**config.mk**
```make
export PLATFORM = sky130hd
export DESIGN_NAME = reg_bank_writer
export DESIGN_NICKNAME = d
export VERILOG_FILES = /design/src/rtl/reg_bank_pkg.sv /design/src/rtl/reg_bank_writer_onehot_dec.sv /design/src/rtl/reg_bank_writer.sv
export SDC_FILE = /design/constraint.sdc
export NUM_CORES = 1
export LEC_CHECK = 0
export CAP_MARGIN = 30
export CORE_MARGIN = 2
export CORE_UTILIZATION = 40
export CTS_BUF_LIST = sky130_fd_sc_hd__clkbuf_16
export CTS_CLUSTER_DIAMETER = 150
export CTS_CLUSTER_SIZE = 8
export DETAILED_ROUTE_END_ITERATION = 10
export PLACE_DENSITY = 0.7
export SLEW_MARGIN = 20
export SYNTH_ARGS = -nofsm -noshare
export SYNTH_HDL_FRONTEND = slang
export SYNTH_SLANG_ARGS = --single-unit
```
**constraint.sdc**
```tcl
create_clock -name clk -period 1.5 [get_ports clk]
set_input_delay 0.15 -clock clk [delete_from_list [all_inputs] [get_ports clk]]
set_output_delay 0.15 -clock clk [all_outputs]
set_load 0.01 [all_outputs]
```
**src/rtl/reg_bank_pkg.sv**
```systemverilog
// Shared constants and types for the 8-entry x 2-bit register bank (writer and read mux).
// Latency: n/a (types and constants only).
// Backpressure: n/a.
package reg_bank_pkg;

    localparam int NUM_REGS = 8;                 // bank depth, power of two
    localparam int DATA_W   = 2;                 // bits per entry
    localparam int ADDR_W   = $clog2(NUM_REGS);  // entry address width

    typedef enum logic [1:0] {
        IDLE  = 2'd0,
        BURST = 2'd1,
        DONE  = 2'd2
    } wr_state_t;

    typedef logic [DATA_W-1:0] entry_t;

endpackage

```
**src/rtl/reg_bank_writer_onehot_dec.sv**
```systemverilog
// Binary-to-one-hot decoder with enable; all-zero output when disabled.
// Latency: purely combinational.
// Backpressure: none; the caller qualifies with en.
// Ports: en (decode enable), sel (binary index), onehot (2**IN_W strobe vector).
module onehot_dec
    import reg_bank_pkg::*;
#(
    parameter int IN_W  = ADDR_W,
    parameter int OUT_W = 1 << IN_W
) (
    input  logic             en,
    input  logic [IN_W-1:0]  sel,
    output logic [OUT_W-1:0] onehot
);

    always_comb begin
        onehot = '0;
        if (en) begin
            onehot[sel] = 1'b1;
        end
    end

endmodule

```
**src/rtl/reg_bank_writer.sv**
```systemverilog
// Burst write controller for the register bank: command + beat stream -> one-hot strobes + shadow copy.
// Latency: beat accepted at edge N -> w_en/wd during cycle N+1 -> bank_q updated after edge N+1.
// Backpressure: cmd_ready only in IDLE, data_ready only in BURST; both decoded from state alone.
// Ports:
//   clk, ar_n           clock, synchronous active-low reset
//   cmd_valid/ready     burst command handshake; cmd_addr = first entry, cmd_len = beats-1
//   data_valid/ready    beat handshake; data_in = beat payload
//   w_en, wd            registered one-hot write strobe and write data for the bank
//   bank_q              packed shadow of the bank, entry k at [DATA_W*k +: DATA_W]
//   busy, done          busy in BURST/DONE; done is a one-cycle end-of-burst pulse
module reg_bank_writer
    import reg_bank_pkg::*;
(
    input  logic                       clk,
    input  logic                       ar_n,
    input  logic                       cmd_valid,
    output logic                       cmd_ready,
    input  logic [ADDR_W-1:0]          cmd_addr,
    input  logic [ADDR_W-1:0]          cmd_len,
    input  logic                       data_valid,
    output logic                       data_ready,
    input  entry_t                     data_in,
    output logic [NUM_REGS-1:0]        w_en,
    output entry_t                     wd,
    output logic [NUM_REGS*DATA_W-1:0] bank_q,
    output logic                       busy,
    output logic                       done
);

    wr_state_t             state_q;
    wr_state_t             state_d;
    logic [ADDR_W-1:0]     ptr_q;
    logic [ADDR_W-1:0]     rem_q;
    logic                  cmd_hs;
    logic                  beat_hs;
    logic [NUM_REGS-1:0]   w_en_d;

    assign cmd_hs  = cmd_valid & cmd_ready;
    assign beat_hs = data_valid & data_ready;

    // State register
    always_ff @(posedge clk) begin
        if (!ar_n) begin
            state_q <= IDLE;
        end else begin
            state_q <= state_d;
        end
    end

    // Next state and state-decoded handshake/status outputs
    always_comb begin
        state_d    = state_q;
        cmd_ready  = 1'b0;
        data_ready = 1'b0;
        busy       = 1'b0;
        done       = 1'b0;
        unique case (state_q)
            IDLE: begin
                cmd_ready = 1'b1;
                if (cmd_valid) begin
                    state_d = BURST;
                end
            end
            BURST: begin
                data_ready = 1'b1;
                busy       = 1'b1;
                if (data_valid && (rem_q == '0)) begin
                    state_d = DONE;
                end
            end
            DONE: begin
                busy    = 1'b1;
                done    = 1'b1;
                state_d = IDLE;
            end
            default: begin
                state_d = IDLE;
            end
        endcase
    end

    // Write pointer and remaining-beat counter. The pointer wraps naturally
    // at ADDR_W bits, which gives address-order overwrite for wrapped bursts.
    always_ff @(posedge clk) begin
        if (!ar_n) begin
            ptr_q <= '0;
            rem_q <= '0;
        end else if (cmd_hs) begin
            ptr_q <= cmd_addr;
            rem_q <= cmd_len;
        end else if (beat_hs) begin
            ptr_q <= ptr_q + ADDR_W'(1);
            if (rem_q != '0) begin
                rem_q <= rem_q - ADDR_W'(1);
            end
        end
    end

    onehot_dec #(
        .IN_W  (ADDR_W),
        .OUT_W (NUM_REGS)
    ) u_dec (
        .en     (beat_hs),
        .sel    (ptr_q),
        .onehot (w_en_d)
    );

    // Registered write port: strobe lasts exactly the cycle after the beat.
    always_ff @(posedge clk) begin
        if (!ar_n) begin
            w_en <= '0;
            wd   <= '0;
        end else begin
            w_en <= w_en_d;
            if (beat_hs) begin
                wd <= data_in;
            end
        end
    end

    // Shadow bank follows the same edge the external bank uses for w_en/wd,
    // so a reset on that edge cancels the pending write in both.
    always_ff @(posedge clk) begin
        if (!ar_n) begin
            bank_q <= '0;
        end else begin
            for (int k = 0; k < NUM_REGS; k++) begin
                if (w_en[k]) begin
                    bank_q[k*DATA_W +: DATA_W] <= wd;
                end
            end
        end
    end

endmodule
```
==> impl_metrics.tcl <==
set metrics [dict create \
    core_region_area_mm2 0.00336 \
    hold_depth 3 \
    antenna_found_initial 0 \
    drc 0 \
    avgSynthCellArea_um2 9.88 \
    clkSlewWorstSetupHoldPaths_ns 0.05 \
    clk-insertion-delay-late_ns 0.27 \
    worstSetupEndpointType "primary output" \
    critical-path-max-stage-delay_ns 0.36 \
    place_inst 227 \
    cp_max_fo 4 \
    synth_fa_ha_area_frac 0.0714 \
    fin_ws_ns 0.0506 \
    rsz0062_at_grt "no" \
    drtIter0Drc 22 \
    pin_count 42 \
    async_flop_share 0 \
    stdcell_area_mm2 0.00207 \
    worst_pin_slew_ns 0.355 \
    cp-start-kind "flop" \
    crit_type "reg -> out" \
    worstRegToRegCells 5 \
    avgRoutedWirePerCell_um 12.2 \
    die_area_mm2 0.00400 \
    wirelength_mm 2.87 \
    drv_cap 0 \
    cts.repair.resized 4 \
    synth_area_mm2 0.00140 \
    n_fill_cell 312 \
    area_delta_synth_final_pct 47.3 \
    max_slew_margin 0.763 \
    track_usage 0.153 \
    layout.nets 208 \
    io_buffers 41 \
    drive_gt1_frac 0.106 \
    irDropWorstVdd_mv 0.826 \
    finalSetupTns_ns 0 \
    dp_hpwl_mm 2.19 \
    reg2reg_slack_ns 0.14 \
    synthMuxAreaShare 0.136 \
    min_path_type "in -> reg" \
    antenna_cells 0 \
    multi_input_area_um2 692 \
    ys.flop_type "dfxtp_1" \
    cts_tree "done" \
    placementRows 21 \
    grt_pass1_wl_mm 4.82 \
    hold_viol_final 0 \
    power.density_mw_per_mm2 1410 \
    hp-start "data_in[1]" \
    drt.antenna.violating_nets 0 \
    min_period_ns 1.45 \
    synthXorXnorAreaFrac 0.0125 \
    h-tree-depth 2 \
    r2r-start "rem_q[0]$_SDFFE_PN0P_" \
    crit_path_top_delay_cell "dfxtp_4" \
    vias 1103 \
    regToRegEndpoint "rem_q[0]$_SDFFE_PN0P_" \
    grt_overflow 0 \
    drt_pass1_iterations 4 \
    die_h_um 63.2 \
    cp.arrival_ns 1.30 \
    dieWidth_um 63.2 \
    ff_latch_area_um2 686 \
    finClkSkew_ns 0.00320 \
    synth_edf_count 0 \
    fmax_mhz 690 \
    synth_top_family_by_area "simple AND/OR/NAND/NOR gates" \
    synth_warnings 0 \
    postPlaceCellArea_mm2 0.00188 \
    period_share 0.966 \
    ys_seq_elements 34 \
    layout_common_cells "clkdlybuf4s50_1, dfxtp_1, mux2i_1, nor2b_1, nand2_1" \
    cp_top_family "buffers and inverters" \
    finalSetupViolations 0 \
    post_cts_buffers 0 \
    synth_compound_area_frac 0.0616 \
    clockRootBuffer "clkbuf_16" \
    grt_max_degree 14 \
    cts_made_buffers 5 \
    cts_sinks 34 \
    synthSimpleGateAreaFrac 0.202 \
    viasPerCell 4.69 \
    initial_core_util 0.417 \
    synth_cell_types 25 \
    place.gp.congestion 0.749 \
    crit_chain "inv_1 -> ha_2 -> dlygate4sd2_1" \
    preCtsSetupSlack_ns 0.0497 \
    syn-num-nets 162 \
    required_ns 1.35 \
    layout_commonest_cell "clkdlybuf4s50_1" \
    synth_cells 142 \
    clockBufferDepth 2 \
    power_leakage_nw 0.757 \
    finalMaxSlewViolations 0 \
    instances_no_fill 235 \
    hold_end "wd[1]$_SDFFE_PN0P_" \
    yosysSeqAreaShare 0.485 \
    path_buf_inv 2 \
    status "complete, no violations" \
    cts_hold_buf 0 \
    grt_pass1_vias 1063 \
]
==> metal layers <==
metal  wire length [um]  share of wire  vias up  global-route usage
li1                   -              -      567                   -
met1               1210           0.42      499               0.164
met2               1460           0.51       33               0.281
met3                175          0.061        4              0.0589
met4                 17         0.0059        0              0.0408
met5                  0              0        -                   0
==> how the worst max path moves through the flow <==
stage / start / to / cells after the start
finish: state_q[0]$_SDFFE_PN0P_ / busy / 3
global route: state_q[0]$_SDFFE_PN0P_ / busy / 3
CTS: state_q[1]$_SDFFE_PN0P_ / data_ready / 3
detailed placement: state_q[1]$_SDFFE_PN0P_ / w_en[1]$_SDFF_PN0_ / 5
global placement: state_q[1]$_SDFFE_PN0P_ / data_ready / 3
floorplan: state_q[1]$_SDFFE_PN0P_ / rem_q[0]$_SDFFE_PN0P_ / 5
==> state kept, by name, indices dropped and copies added, names as in the netlist <==
register and count:
ptr_q 3, wd 2, state_q 2, rem_q 3, w_en 8, bank_q 16
==> worst min-delay path, stage by stage <==
cell,delay [ns]
clkdlybuf4s50_1,0.39
nand2_1,0.05
a21boi_0,0.07
==> per-stage QoR <==
step                hold slack [ns]  total power, mW   util
global route                  0.457             3.09  0.614
global placement              0.462             1.76  0.558
CTS                           0.447             2.91  0.608
floorplan                     0.295             1.52      -
detailed placement            0.485             1.80  0.558
finish                        0.444             2.91  0.614
==> synth_stat cells (4+ instances only) <==
cell type	instances	area share
dfxtp_1	34	0.49
mux2i_1	19	0.14
nor2b_1	19	0.085
nand2_1	12	0.032
ha_1	8	0.071
nor2_1	7	0.019
clkbuf_1	6	0.016
o21ai_0	6	0.021
a21oi_1	4	0.014
inv_1	4	0.011
nand3_1	4	0.014
==> layout make-up <==
| type | instances | area share |
|---|---|---|
| Multi-Input combinational cell | 97 | 0.335 |
| Sequential cell | 34 | 0.332 |
| Timing Repair Buffer | 46 | 0.218 |
| Clock buffer | 5 | 0.0606 |
| Tap cell | 46 | 0.0279 |
| Clock inverter | 3 | 0.0194 |
| Inverter | 4 | 0.00727 |
==> where the power goes <==
| group | leakage [nW] | total (mW) | switching, mW | internal (mW) |
|---|---|---|---|---|
| combinational | 0.396 | 0.709 | 0.362 | 0.347 |
| sequential | 0.277 | 1.08 | 0.0859 | 0.995 |
| clock | 0.0836 | 1.12 | 0.345 | 0.775 |
| total | 0.757 | 2.91 | 0.793 | 2.12 |
==> cell families after synthesis <==
kind of cell	after synthesis
AOI/OAI and AO/OA	15
xor gates and xnor gates	2
adders and majority gates	8
buffers and inverters	11
DFF	34
muxes	19
and+or+nand+nor	53
No activity file was read; power rests on OpenSTA's default activity.
